File: src/rtl/i2s_rx.sv
// I2S receiver: oversamples bclk/lrck/sdata and deserialises left/right words into signed 32-bit samples.
// Optional `MONO_SUM_EN adds mono_out = (left>>>1)+(right>>>1), updated together with tick.
module i2s_rx #(
    parameter int SAMPLE_BITS = 24
) (
    input  logic               clk,
    input  logic               rst_n,
    input  logic               i2s_bclk,
    input  logic               i2s_lrck,
    input  logic               i2s_sdata,
    output logic signed [31:0] left_out,
    output logic signed [31:0] right_out,
    output logic               tick,
    output logic               frame_err
`ifdef MONO_SUM_EN
    ,
    output logic signed [31:0] mono_out
`endif
);

    localparam int CNT_W = 6;

    typedef enum logic [1:0] {SYNC, LEFT, RIGHT} state_t;

    state_t                   state;
    logic                     bclk_p0, bclk_p1, bclk_p2;
    logic                     lrck_p0, lrck_p1;
    logic                     sdata_p0, sdata_p1;
    logic                     lr_prev;
    logic [SAMPLE_BITS-1:0]   sr, sr_nxt;
    logic [CNT_W-1:0]         bitcnt, cnt_nxt;
    logic signed [31:0]       stage;
    logic signed [31:0]       closed;
    logic                     rise, slot_close, short_slot;

    // Left-align a possibly short word (zero-pad missing LSBs), then sign-extend to 32 bits.
    function automatic logic signed [31:0] close_word(input logic [SAMPLE_BITS-1:0] s,
                                                      input logic [CNT_W-1:0] n);
        logic signed [SAMPLE_BITS-1:0] w;
        logic signed [31:0]            r;
        w = $signed(s << (CNT_W'(SAMPLE_BITS) - n));
        r = w;
        return r;
    endfunction

`ifdef MONO_SUM_EN
    function automatic logic signed [31:0] mono_sum(input logic signed [31:0] a,
                                                    input logic signed [31:0] b);
        return (a >>> 1) + (b >>> 1);
    endfunction
`endif

    // Stage p0/p1: two-flop synchronisers; p2 holds the previous synced bclk for edge detect.
    always_ff @(posedge clk or negedge rst_n) begin
        if (!rst_n) begin
            bclk_p0  <= 1'b0;
            bclk_p1  <= 1'b0;
            bclk_p2  <= 1'b0;
            lrck_p0  <= 1'b0;
            lrck_p1  <= 1'b0;
            sdata_p0 <= 1'b0;
            sdata_p1 <= 1'b0;
        end else begin
            bclk_p0  <= i2s_bclk;
            bclk_p1  <= bclk_p0;
            bclk_p2  <= bclk_p1;
            lrck_p0  <= i2s_lrck;
            lrck_p1  <= lrck_p0;
            sdata_p0 <= i2s_sdata;
            sdata_p1 <= sdata_p0;
        end
    end

    assign rise       = bclk_p1 & ~bclk_p2;
    assign slot_close = rise && (lrck_p1 != lr_prev);

    // The bit sampled on the closing rise still belongs to the old slot, so it is shifted in first.
    always_comb begin
        sr_nxt  = sr;
        cnt_nxt = bitcnt;
        if (bitcnt < CNT_W'(SAMPLE_BITS)) begin
            sr_nxt  = {sr[SAMPLE_BITS-2:0], sdata_p1};
            cnt_nxt = bitcnt + 1'b1;
        end
    end

    assign closed     = close_word(sr_nxt, cnt_nxt);
    assign short_slot = cnt_nxt < CNT_W'(SAMPLE_BITS);

    // Capture FSM and output registers, advanced only on a synced bclk rise.
    always_ff @(posedge clk or negedge rst_n) begin
        if (!rst_n) begin
            state     <= SYNC;
            lr_prev   <= 1'b0;
            sr        <= '0;
            bitcnt    <= '0;
            stage     <= '0;
            left_out  <= '0;
            right_out <= '0;
            tick      <= 1'b0;
            frame_err <= 1'b0;
`ifdef MONO_SUM_EN
            mono_out  <= '0;
`endif
        end else begin
            tick      <= 1'b0;
            frame_err <= 1'b0;
            if (rise) begin
                lr_prev <= lrck_p1;
                if (slot_close) begin
                    sr     <= '0;
                    bitcnt <= '0;
                    case (state)
                        SYNC: begin
                            if (!lrck_p1) state <= LEFT;
                        end
                        LEFT: begin
                            frame_err <= short_slot;
                            stage     <= closed;
                            state     <= RIGHT;
                        end
                        RIGHT: begin
                            frame_err <= short_slot;
                            left_out  <= stage;
                            right_out <= closed;
                            tick      <= 1'b1;
`ifdef MONO_SUM_EN
                            mono_out  <= mono_sum(stage, closed);
`endif
                            state     <= LEFT;
                        end
                        default: state <= SYNC;
                    endcase
                end else begin
                    sr     <= sr_nxt;
                    bitcnt <= cnt_nxt;
                end
            end
        end
    end

endmodule
File: config.mk
export PLATFORM = sky130hd
export DESIGN_NAME = i2s_rx
export DESIGN_NICKNAME = d
export VERILOG_FILES = /design/src/rtl/i2s_rx.sv
export SDC_FILE = /design/constraint.sdc
export NUM_CORES = 1
export LEC_CHECK = 0
export ABC_AREA = 0
export CAP_MARGIN = 20
export CORE_ASPECT_RATIO = 0.75
export CORE_UTILIZATION = 55
export DETAILED_ROUTE_END_ITERATION = 10
export GPL_TIMING_DRIVEN = 0
export PLACE_DENSITY = 0.79
export SLEW_MARGIN = 15
export SYNTH_ARGS = -nofsm -noshare
export SYNTH_HDL_FRONTEND = slang
export SYNTH_SLANG_ARGS = --single-unit
File: constraint.sdc
create_clock -name clk -period 7.65 [get_ports clk]
set_clock_uncertainty 0.15 [all_clocks]
set_input_delay 0.765 -clock clk [delete_from_list [all_inputs] [get_ports clk]]
set_output_delay 0.765 -clock clk [all_outputs]
set_load 0.05 [all_outputs]
==> impl_results.md <==
* Largest area contributor in the netlist: dfrtp_1
* Row count at 33
* Initial DRC count at 644
* IO Port Bufs at 70
* Sequential fraction of the synthesis area at 44.4%
* Worst R2R Start: bitcnt[0]$_DFFE_PN0P_
* CP required at 7.77 ns
* Crit path largest cell delay at 0.61 ns
* Vias in the first global route at 5306
* Synth cell types at 71
* Layout area overhead at 23.3%
* Synth warn at 0
* DR vias at 5692
* RSZ-0062 raised after global routing: false
* DP HPWL at 13.6 mm
* First-pass GRT wire length at 28.7 mm
* CP max-delay cell: o22ai_1
* Routed length per instance at 20.1 microns
* Hold Violations, Final at 0
* Reg2reg setup slack at 4.12 ns
* CTS clk-pin slew, worst paths at 0.06 ns
* Area contributors post-synth: dfrtp_1 44%, mux2i_1 8.7%, nand2_1 8.7%, a22o_1 3.8%, mux2_2 3.5%
* Ant diodes at 0
* CP cell instances: ha_1, buf_2, nand2b_1, o22ai_1, mux2_2, mux2i_1, o21ai_1, a221oi_1, o21ai_1
* Min Tclk post-route at 3.53 ns
* Non-Filler Instances at 912
* R2R Path End: stage[21]$_DFFE_PN0P_
* Final Util at 71.0%
* Htree depth at 4
* Initial antenna violation count at 0
* Worst-path maximum fanout at 8
* Setup TNS at 0 ns
* Final setup vio count at 0
* Post-route ant nets at 0
* DRT Wirelength at 18.3 mm
* CP endpoint kind: flip-flop
* Total gr overflow at 0
* Share of cells above drive strength 1 at 14.1%
* Post-synth top area share at 44.4%
* Sinks on the clock net at 114
* Pre-CTS WS at 4.30 ns
* Final GP Congestion at 0.963
* Most frequent cells in the layout: 149 x nand2_1, 114 x dfrtp_1, 69 x clkdlybuf4s50_1, 56 x mux2i_1, 37 x o21ai_0
* Commonest non-fill, non-tap cell in the layout: nand2_1
* Nets at 769
* Largest net degree at the start of global routing at 71
* HP Class: in2async
* IO Pins at 71
* TritonCTS clock tree: yes
* Setup bufs post-CTS at 0
* Total die area at 12100 sq um
* Post-synth top flop: dfrtp_1
* P per Cell Area at 298 nW/um^2
* Top Family by Delay on Critical Path: compound AO/OA/AOI/OAI gates
* Lkg Pwr at 3.67 nW
* Die H at 95.6 microns
* Outcome: finished clean
* Worst slew margin at 36.3%
* Chip width at 127 microns
* Placed cells at 880
* Initial core utilization at 57.6%
* Worst setup SP type: flip-flop
* Pre-Repair DR Iteration Count at 5
* GRT Total Usage at 31.8%
* Vias per Instance at 6.24
* Xor and xnor fraction of the mapped netlist area at 1.13%
* Most numerous cell on the critical path: o21ai_1
* CP Class: reg2reg
* Max-Cap Viols at 0
* Core area at 11100 sq um
* Slew Viols, Final at 0
* Synth Area in Compound Gates at 16.2%
* Root Driver: clkbuf_16
* R2R depth at 9
* Netlist Area Pre-Place at 6420 sq um
* Main combinational cell family by area after synthesis: simple AND/OR/NAND/NOR gates
* Syn nets at 679
* Worst Setup Slack, final at 4.12 ns
* Period utilisation layout at 46.2%
* Mux cell area share after synthesis at 14.4%
* Crit path arrival time at 3.65 ns
* Post-synthesis register bit count at 114
* Crit path buf inv count at 1
* Slew @ Worst Pin at 0.950 ns
* Clock Path Buffers at 2
* Worst VDD drop at 0.222 mV
* Mapped Avg Cell Area at 9.60 sq um
* CTS resizes at 0
* Cell count after synthesis at 669
* CTS buffer count at 17
* Maximum clock frequency at 283 MHz
* Clk_lat worst skew at 0.41 ns
* Number of synthesized flops with an enable pin at 0
* Ys async rst share at 100%
* Post-Synth Simple-Gate Area at 17.3%
* DRC Markers at 0
* CTS Hold Bufs at 0
* Post-Synth Adder-Cell Area at 0.974%
layout make-up:
type,count,area [sq um]
fill,850,3230
timing repair buffer,71,729
inverter,11,41.3
clock inverter,14,154
multi-input combinational,488,3210
buffer,56,315
tap,140,175
sequential,114,2850
clock buffer,18,439
how the worst max path moves through the flow:
stage	startpoint	to	slack (ns)	depth (start not counted)
after floorplan	bitcnt[0]$_DFFE_PN0P_	right_out[23]$_DFFE_PN0P_	4.79	9
after global placement	rst_n	left_out[2]$_DFFE_PN0P_	1.60	1
after detailed placement	bitcnt[0]$_DFFE_PN0P_	right_out[2]$_DFFE_PN0P_	4.30	9
after CTS	bitcnt[0]$_DFFE_PN0P_	stage[21]$_DFFE_PN0P_	4.29	9
after global routing	bitcnt[0]$_DFFE_PN0P_	stage[21]$_DFFE_PN0P_	4.07	9
final	bitcnt[0]$_DFFE_PN0P_	stage[21]$_DFFE_PN0P_	4.12	9
power breakdown:
| group | switching, W | internal, W |
|---|---|---|
| combinational | 0.000575 | 0.000304 |
| clock | 0.000300 | 0.000492 |
| sequential | 0.0000415 | 0.000649 |
| total | 0.000916 | 0.00145 |
registers in the layout (all words and copies together) (netlist names), 2 cells and up:
signal	count
bitcnt	6
left_out	24
right_out	24
sr	24
stage	24
state	2
synth_stat cells, types with 4 or more instances:
master	count
nand2_1	149
nor2_1	28
dfrtp_1	114
a22o_1	28
o22ai_1	4
buf_4	19
buf_2	9
mux2i_1	56
inv_1	10
nand4_1	4
nor4_1	8
a211oi_1	5
a21oi_1	13
o21ai_0	37
nor3_1	20
ha_1	5
clkbuf_1	22
nand3_1	18
nand2b_1	4
a31oi_1	4
o21ai_1	5
mux2_2	20
nor2b_1	7
o31ai_1	9
mux4_2	4
routing by layer:
metal  track usage [%]  up-vias  wire length [microns]  share of wire [%]
li1                  -     2577                      -                  -
met2              46.9      269                   7940                 43
met3              7.80       27                   1690                9.2
met5                 0        -                      0                  0
met4              10.8        0                    316                1.7
met1              45.7     2819                   8360                 46
per-stage QoR:
step           hold slack [ns]  cell area [sq um]  power, W
2_1_floorplan            0.181               6420   0.00131
3_3_place_gp             0.185               7300   0.00155
3_5_place_dp             0.188               7330   0.00156
4_1_cts                  0.133               7920   0.00235
5_1_grt                  0.160               7920   0.00245
6_report                 0.125               7920   0.00236
cell families (layout without fill, tap and decap cells):
family	after synthesis	in the layout
AND/OR/NAND/NOR	253	253
multiplexers	83	83
XOR/XNOR	5	5
AO/OA/AOI/OAI	142	142
adder cells (fa/ha/maj)	5	5
buffers and inverters	67	170
flip-flops	114	114
Power figures use the tool's default switching activity.
